`src/rtl/ram_movie_arbiter.sv`:
```
// Round-robin arbiter sharing the movie-RAM port between the manager editor (port 0)
// and the customer purchase flow (port 1). Optional GRANT timeout: define ARB_TIMEOUT_EN.
module ram_movie_arbiter #(
  parameter int OP_W    = 3,
  parameter int IDX_W   = 32,
  parameter int ID_W    = 6,
  parameter int DAT_W   = 46,
  parameter int TIMEOUT = 255
) (
  input  logic             clk,
  input  logic             rst,
  input  logic [1:0]       req_i,
  input  logic [OP_W-1:0]  op0_i,
  input  logic [OP_W-1:0]  op1_i,
  input  logic [IDX_W-1:0] idx0_i,
  input  logic [IDX_W-1:0] idx1_i,
  input  logic [ID_W-1:0]  id0_i,
  input  logic [ID_W-1:0]  id1_i,
  input  logic [DAT_W-1:0] dat0_i,
  input  logic [DAT_W-1:0] dat1_i,
  output logic [1:0]       gnt_o,
  output logic [1:0]       done_o,
  output logic             wrong_o,
  output logic [IDX_W-1:0] rd_num_o,
  output logic [ID_W-1:0]  rd_id_o,
  output logic [DAT_W-1:0] rd_dat_o,
  output logic [OP_W-1:0]  ram_op_o,
  output logic [IDX_W-1:0] ram_idx_o,
  output logic [ID_W-1:0]  ram_id_o,
  output logic [DAT_W-1:0] ram_dat_o,
  input  logic             ram_over_i,
  input  logic             ram_wrong_i,
  input  logic             ram_working_i,
  input  logic [IDX_W-1:0] ram_num_i,
  input  logic [ID_W-1:0]  ram_id_i,
  input  logic [DAT_W-1:0] ram_dat_i
);

  localparam logic [OP_W-1:0] NOP = '1;

  typedef enum logic [1:0] {S_IDLE, S_GRANT, S_DONE, S_DRAIN} state_t;

  state_t r_state;
  state_t w_next;

  logic             r_ptr;
  logic             r_win;
  logic [1:0]       r_gnt;
  logic [1:0]       r_done;
  logic             r_wrong;
  logic [IDX_W-1:0] r_rd_num;
  logic [ID_W-1:0]  r_rd_id;
  logic [DAT_W-1:0] r_rd_dat;
  logic [OP_W-1:0]  r_ram_op;
  logic [IDX_W-1:0] r_ram_idx;
  logic [ID_W-1:0]  r_ram_id;
  logic [DAT_W-1:0] r_ram_dat;

  logic w_win;
  logic w_nop;
  logic w_cap;
  logic w_fail;
  logic w_timeout;

  // Single requester wins outright; on a tie the pointer decides.
  always_comb begin
    w_win = r_ptr;
    if (req_i == 2'b01)
      w_win = 1'b0;
    else if (req_i == 2'b10)
      w_win = 1'b1;
  end

  // A granted no-op leaves NOP latched on the RAM op, so it never reaches the RAM.
  assign w_nop = (r_ram_op == NOP);

`ifdef ARB_TIMEOUT_EN
  localparam logic [7:0] TIMEOUT_CNT = 8'(TIMEOUT);
  logic [7:0] r_cnt;

  always_ff @(posedge clk) begin
    if (rst)
      r_cnt <= 8'd0;
    else if (r_state == S_GRANT && w_next == S_GRANT)
      r_cnt <= r_cnt + 8'd1;
    else
      r_cnt <= 8'd0;
  end

  assign w_timeout = (r_cnt == TIMEOUT_CNT);
`else
  assign w_timeout = 1'b0;
`endif

  always_ff @(posedge clk) begin
    if (rst)
      r_state <= S_IDLE;
    else
      r_state <= w_next;
  end

  always_comb begin
    w_next = r_state;
    w_cap  = 1'b0;
    w_fail = 1'b0;
    case (r_state)
      S_IDLE: begin
        if ((|req_i) && !ram_working_i)
          w_next = S_GRANT;
      end
      S_GRANT: begin
        if (w_nop) begin
          w_next = S_DONE;
          w_fail = 1'b1;
        end else if (ram_over_i) begin
          w_next = S_DONE;
          w_cap  = 1'b1;
        end else if (w_timeout) begin
          w_next = S_DONE;
          w_fail = 1'b1;
        end
      end
      S_DONE: w_next = S_DRAIN;
      S_DRAIN: begin
        // Held request or level-style over must drop before re-arbitrating.
        if (!req_i[r_win] && !ram_over_i)
          w_next = S_IDLE;
      end
      default: w_next = S_IDLE;
    endcase
  end

  always_ff @(posedge clk) begin
    if (rst) begin
      r_ptr     <= 1'b0;
      r_win     <= 1'b0;
      r_gnt     <= 2'b00;
      r_done    <= 2'b00;
      r_wrong   <= 1'b0;
      r_rd_num  <= '0;
      r_rd_id   <= '0;
      r_rd_dat  <= '0;
      r_ram_op  <= NOP;
      r_ram_idx <= '0;
      r_ram_id  <= '0;
      r_ram_dat <= '0;
    end else begin
      r_done <= 2'b00;
      if (r_state == S_IDLE && w_next == S_GRANT) begin
        r_win     <= w_win;
        r_gnt     <= w_win ? 2'b10 : 2'b01;
        r_ram_op  <= w_win ? op1_i  : op0_i;
        r_ram_idx <= w_win ? idx1_i : idx0_i;
        r_ram_id  <= w_win ? id1_i  : id0_i;
        r_ram_dat <= w_win ? dat1_i : dat0_i;
      end
      if (r_state == S_GRANT && w_next == S_DONE) begin
        r_gnt    <= 2'b00;
        r_done   <= r_win ? 2'b10 : 2'b01;
        r_ptr    <= ~r_win;
        r_ram_op <= NOP;
        r_wrong  <= w_fail | ram_wrong_i & w_cap;
        if (w_cap) begin
          r_rd_num <= ram_num_i;
          r_rd_id  <= ram_id_i;
          r_rd_dat <= ram_dat_i;
        end
      end
    end
  end

  assign gnt_o     = r_gnt;
  assign done_o    = r_done;
  assign wrong_o   = r_wrong;
  assign rd_num_o  = r_rd_num;
  assign rd_id_o   = r_rd_id;
  assign rd_dat_o  = r_rd_dat;
  assign ram_op_o  = r_ram_op;
  assign ram_idx_o = r_ram_idx;
  assign ram_id_o  = r_ram_id;
  assign ram_dat_o = r_ram_dat;

endmodule

```
`config.mk`:
```
export PLATFORM = sky130hd
export DESIGN_NAME = ram_movie_arbiter
export DESIGN_NICKNAME = d
export VERILOG_FILES = /design/src/rtl/ram_movie_arbiter.sv
export SDC_FILE = /design/constraint.sdc
export NUM_CORES = 1
export LEC_CHECK = 0
export ABC_AREA = 1
export BUFFER_PORTS_ARGS = -buffer_cell sky130_fd_sc_hd__buf_4
export CORE_MARGIN = 8
export CORE_UTILIZATION = 30
export DETAILED_ROUTE_END_ITERATION = 10
export HOLD_SLACK_MARGIN = 0.15
export PLACE_DENSITY = 0.65
export SLEW_MARGIN = 20
export SYNTH_ARGS = -nofsm -noshare
export SYNTH_HDL_FRONTEND = slang
export SYNTH_SLANG_ARGS = --single-unit
```
`constraint.sdc`:
```
create_clock -name clk -period 1.65 [get_ports clk]
set_input_delay 0 -clock clk [delete_from_list [all_inputs] [get_ports clk]]
set_output_delay 0 -clock clk [all_outputs]
set_load 0.005 [all_outputs]
```
==> results.ini <==
[timing]
timing.slew.headroom = 0.713
period_needed_ns = 1.56
rsz0062_at_grt = no
hold_viol = 0
fmax_mhz = 640
hold_ws_ns = 0.277
setup_viol = 0
fin_setup_tns_ns = 0
timing.final.crit_share = 0.947
worst_slew_pin_slew_ns = 0.430
slew_viol_final = 0
setup_slack_ns = 0.0873
fin_skew_ns = 0.0178

[logic_synthesis]
synthCells = 1091
ys_types = 20
yosysWarningCount = 0
syn-num-nets = 1356
synth.largest_area_cell = dfxtp_1
synth_top_area_share = 0.477
ys_ff_latch = 180
avgSynthCellArea_um2 = 6.93
synth.area.top_cells = dfxtp_1 48%, nand2_1 18%, a21oi_1 11%, nand3_1 6.1%, o21ai_0 5.4%
ys_seq_area_frac = 0.477
syn_area_um2 = 7560

[setup_path]
required_ns = 1.96
worst-setup-path-type = flip-flop to flip-flop
startpoint_type = flip-flop
r2r_slack_ns = 0.09
rr_worst_depth = 7
endpoint = rd_num_o[22]
cp-startpoint = r_state[0]
arrival_ns = 1.87
rr_startpoint = r_state[0]
cp-end-kind = flip-flop
crit_fanout = 37
r2r_end = rd_num_o[22]

[global_route]
grt_pass1_vias = 10200
grt_max_degree = 71
grt.overflow.total = 0
grt_first_pass_wirelength_um = 54400
grt.total_usage = 0.220
grt_antenna_before_repair = 2

[clock_network]
clock_path_buffers = 2
clk_latency_ns = 0.43
cts_tree = built
htree_num_levels = 4
cts.sink_count = 180
root_buffer = clkbuf_16
path_clk_slew_ns = 0.08
cts_setup_buffers = 0
cts_made_buffers = 17

[floorplanning]
initial_core_util = 0.303
dieArea_um2 = 30500
rows = 58
fp.dieH_um = 175
core-area_um2 = 25000
die_w_um = 175
ios = 441

[placement]
portBuffers = 440
dp_hpwl_um = 22700
place_congestion = 0.841
dp.cells = 1801
place_area_um2 = 11200
dpl_worst_slack_ns = 0.189

[layout]
nNetsFinal = 2021
final_common_cell = buf_4
design_area_um2 = 14500
layout_common_cells = 450 x buf_4, 369 x nand2_1, 266 x dlygate4sd3_1
syn_to_final_growth_pct = 91.6
instances_no_fill = 2101
layout-drive-gt1-share = 0.285

[run]
cap_violations = 0

[power_and_ir_drop]
p_int_mw = 8.50
p_leak_nw = 6.69
power_frac_comb = 0.278
seq_power_share = 0.401
power_density_nw_per_um2 = 847
ir_drop_v = 0.000562
p_switching_mw = 3.77
p_sw_frac = 0.307
power_frac_clock = 0.321

[hold_path]
hp-start = ram_working_i
hp-class = input pin to flip-flop

[drt]
wl_per_cell_um = 16.6
routed_wl_um = 35000
vias_per_cell = 4.68
antenna_left = 0
dr.first_iter.drc_count = 496
firstDrtPassIters = 6
drc_errors = 0
dr_total_vias = 9840

[outcome]
status = finished clean

==> cell families (layout without fill, tap and decap cells) <==
| logic type | after synthesis | in the layout | share of synthesized area |
|---|---|---|---|
| buffers and inverters | 180 | 858 | 0.100 |
| and+or+nand+nor | 471 | 471 | 0.251 |
| other | 0 | 2 | 0 |
| DFF | 180 | 180 | 0.477 |
| AOI/OAI and AO/OA | 260 | 260 | 0.172 |
==> flip-flops by register name (all words and copies together) (netlist names) <==
register,cells
rd_id_o,6
wrong_o,1
ram_dat_o,46
r_win,1
ram_id_o,6
done_o,2
rd_dat_o,46
gnt_o,2
r_state,2
ram_op_o,3
rd_num_o,32
r_ptr,1
ram_idx_o,32
==> stage by stage <==
stage | power (mW) | utilization
floorplan | 6.29 | -
global placement | 7.79 | 0.451
detailed placement | 7.83 | 0.451
CTS | 12.3 | 0.580
global route | 12.9 | 0.580
finish | 12.3 | 0.580
==> repair_timing <==
| action | 4_1_cts | 5_1_grt |
|---|---|---|
| endpoints found under the hold margin | 177 | 0 |
| setup endpoints to repair | 0 | 1 |
| resized for setup | 0 | 1 |
| hold buffers | 266 | 0 |
==> worst max-delay path, stage by stage, from the launching register on <==
cell	delay, ns
dfxtp_1	0.37
inv_2	0.06
nor2_2	0.18
nand3_4	0.14
buf_12	0.21
buf_12	0.17
o21ai_0	0.21
a21oi_1	0.09
==> power groups by stage <==
stage / clock network [mW] / registers [mW] / logic, mW
after floorplan: 0 / 5.03 / 1.26
after global placement: 0 / 5.00 / 2.80
after detailed placement: 0 / 5.01 / 2.82
after CTS: 4.08 / 4.91 / 3.36
after global routing: 4.25 / 4.96 / 3.72
final: 3.94 / 4.92 / 3.41
==> cells in the mapped netlist, drive strengths merged <==
cell / instances
a21oi: 173
buf: 43
clkbuf: 40
clkinv: 1
dfxtp: 180
inv: 96
nand2: 372
nand3: 93
nor2: 5
nor3: 1
o21ai: 87
==> area by class of cell <==
class | count | area [um^2]
Fill cell | 2131 | 10500
Timing Repair Buffer | 729 | 6300
Sequential cell | 180 | 3600
Multi-Input combinational cell | 731 | 3230
Clock buffer | 18 | 429
Tap cell | 330 | 413
Inverter | 97 | 365
Clock inverter | 14 | 143
Antenna cell | 2 | 5.00
==> worst min-delay path by stage <==
| stage | to | slack (ns) | depth (start not counted) |
|---|---|---|---|
| final | ram_dat_o[39] | 0.28 | 7 |
| after global routing | ram_dat_o[39] | 0.31 | 7 |
| after CTS | ram_dat_o[39] | 0.26 | 7 |
| after detailed placement | rd_dat_o[22] | 0.27 | 3 |
| after global placement | rd_dat_o[22] | 0.26 | 3 |
| after floorplan | rd_dat_o[13] | 0.18 | 2 |
==> routing by layer <==
metal / global-route usage / part of all wire / wire length (um) / vias up
met5: 0 / 0 / 0 / -
met4: 0.126 / 0.060 / 2080 / 0
met3: 0.0667 / 0.071 / 2490 / 132
met2: 0.380 / 0.49 / 17200 / 460
met1: 0.236 / 0.38 / 13100 / 4439
li1: - / - / - / 4809
No activity file was read; power rests on OpenSTA's default activity.
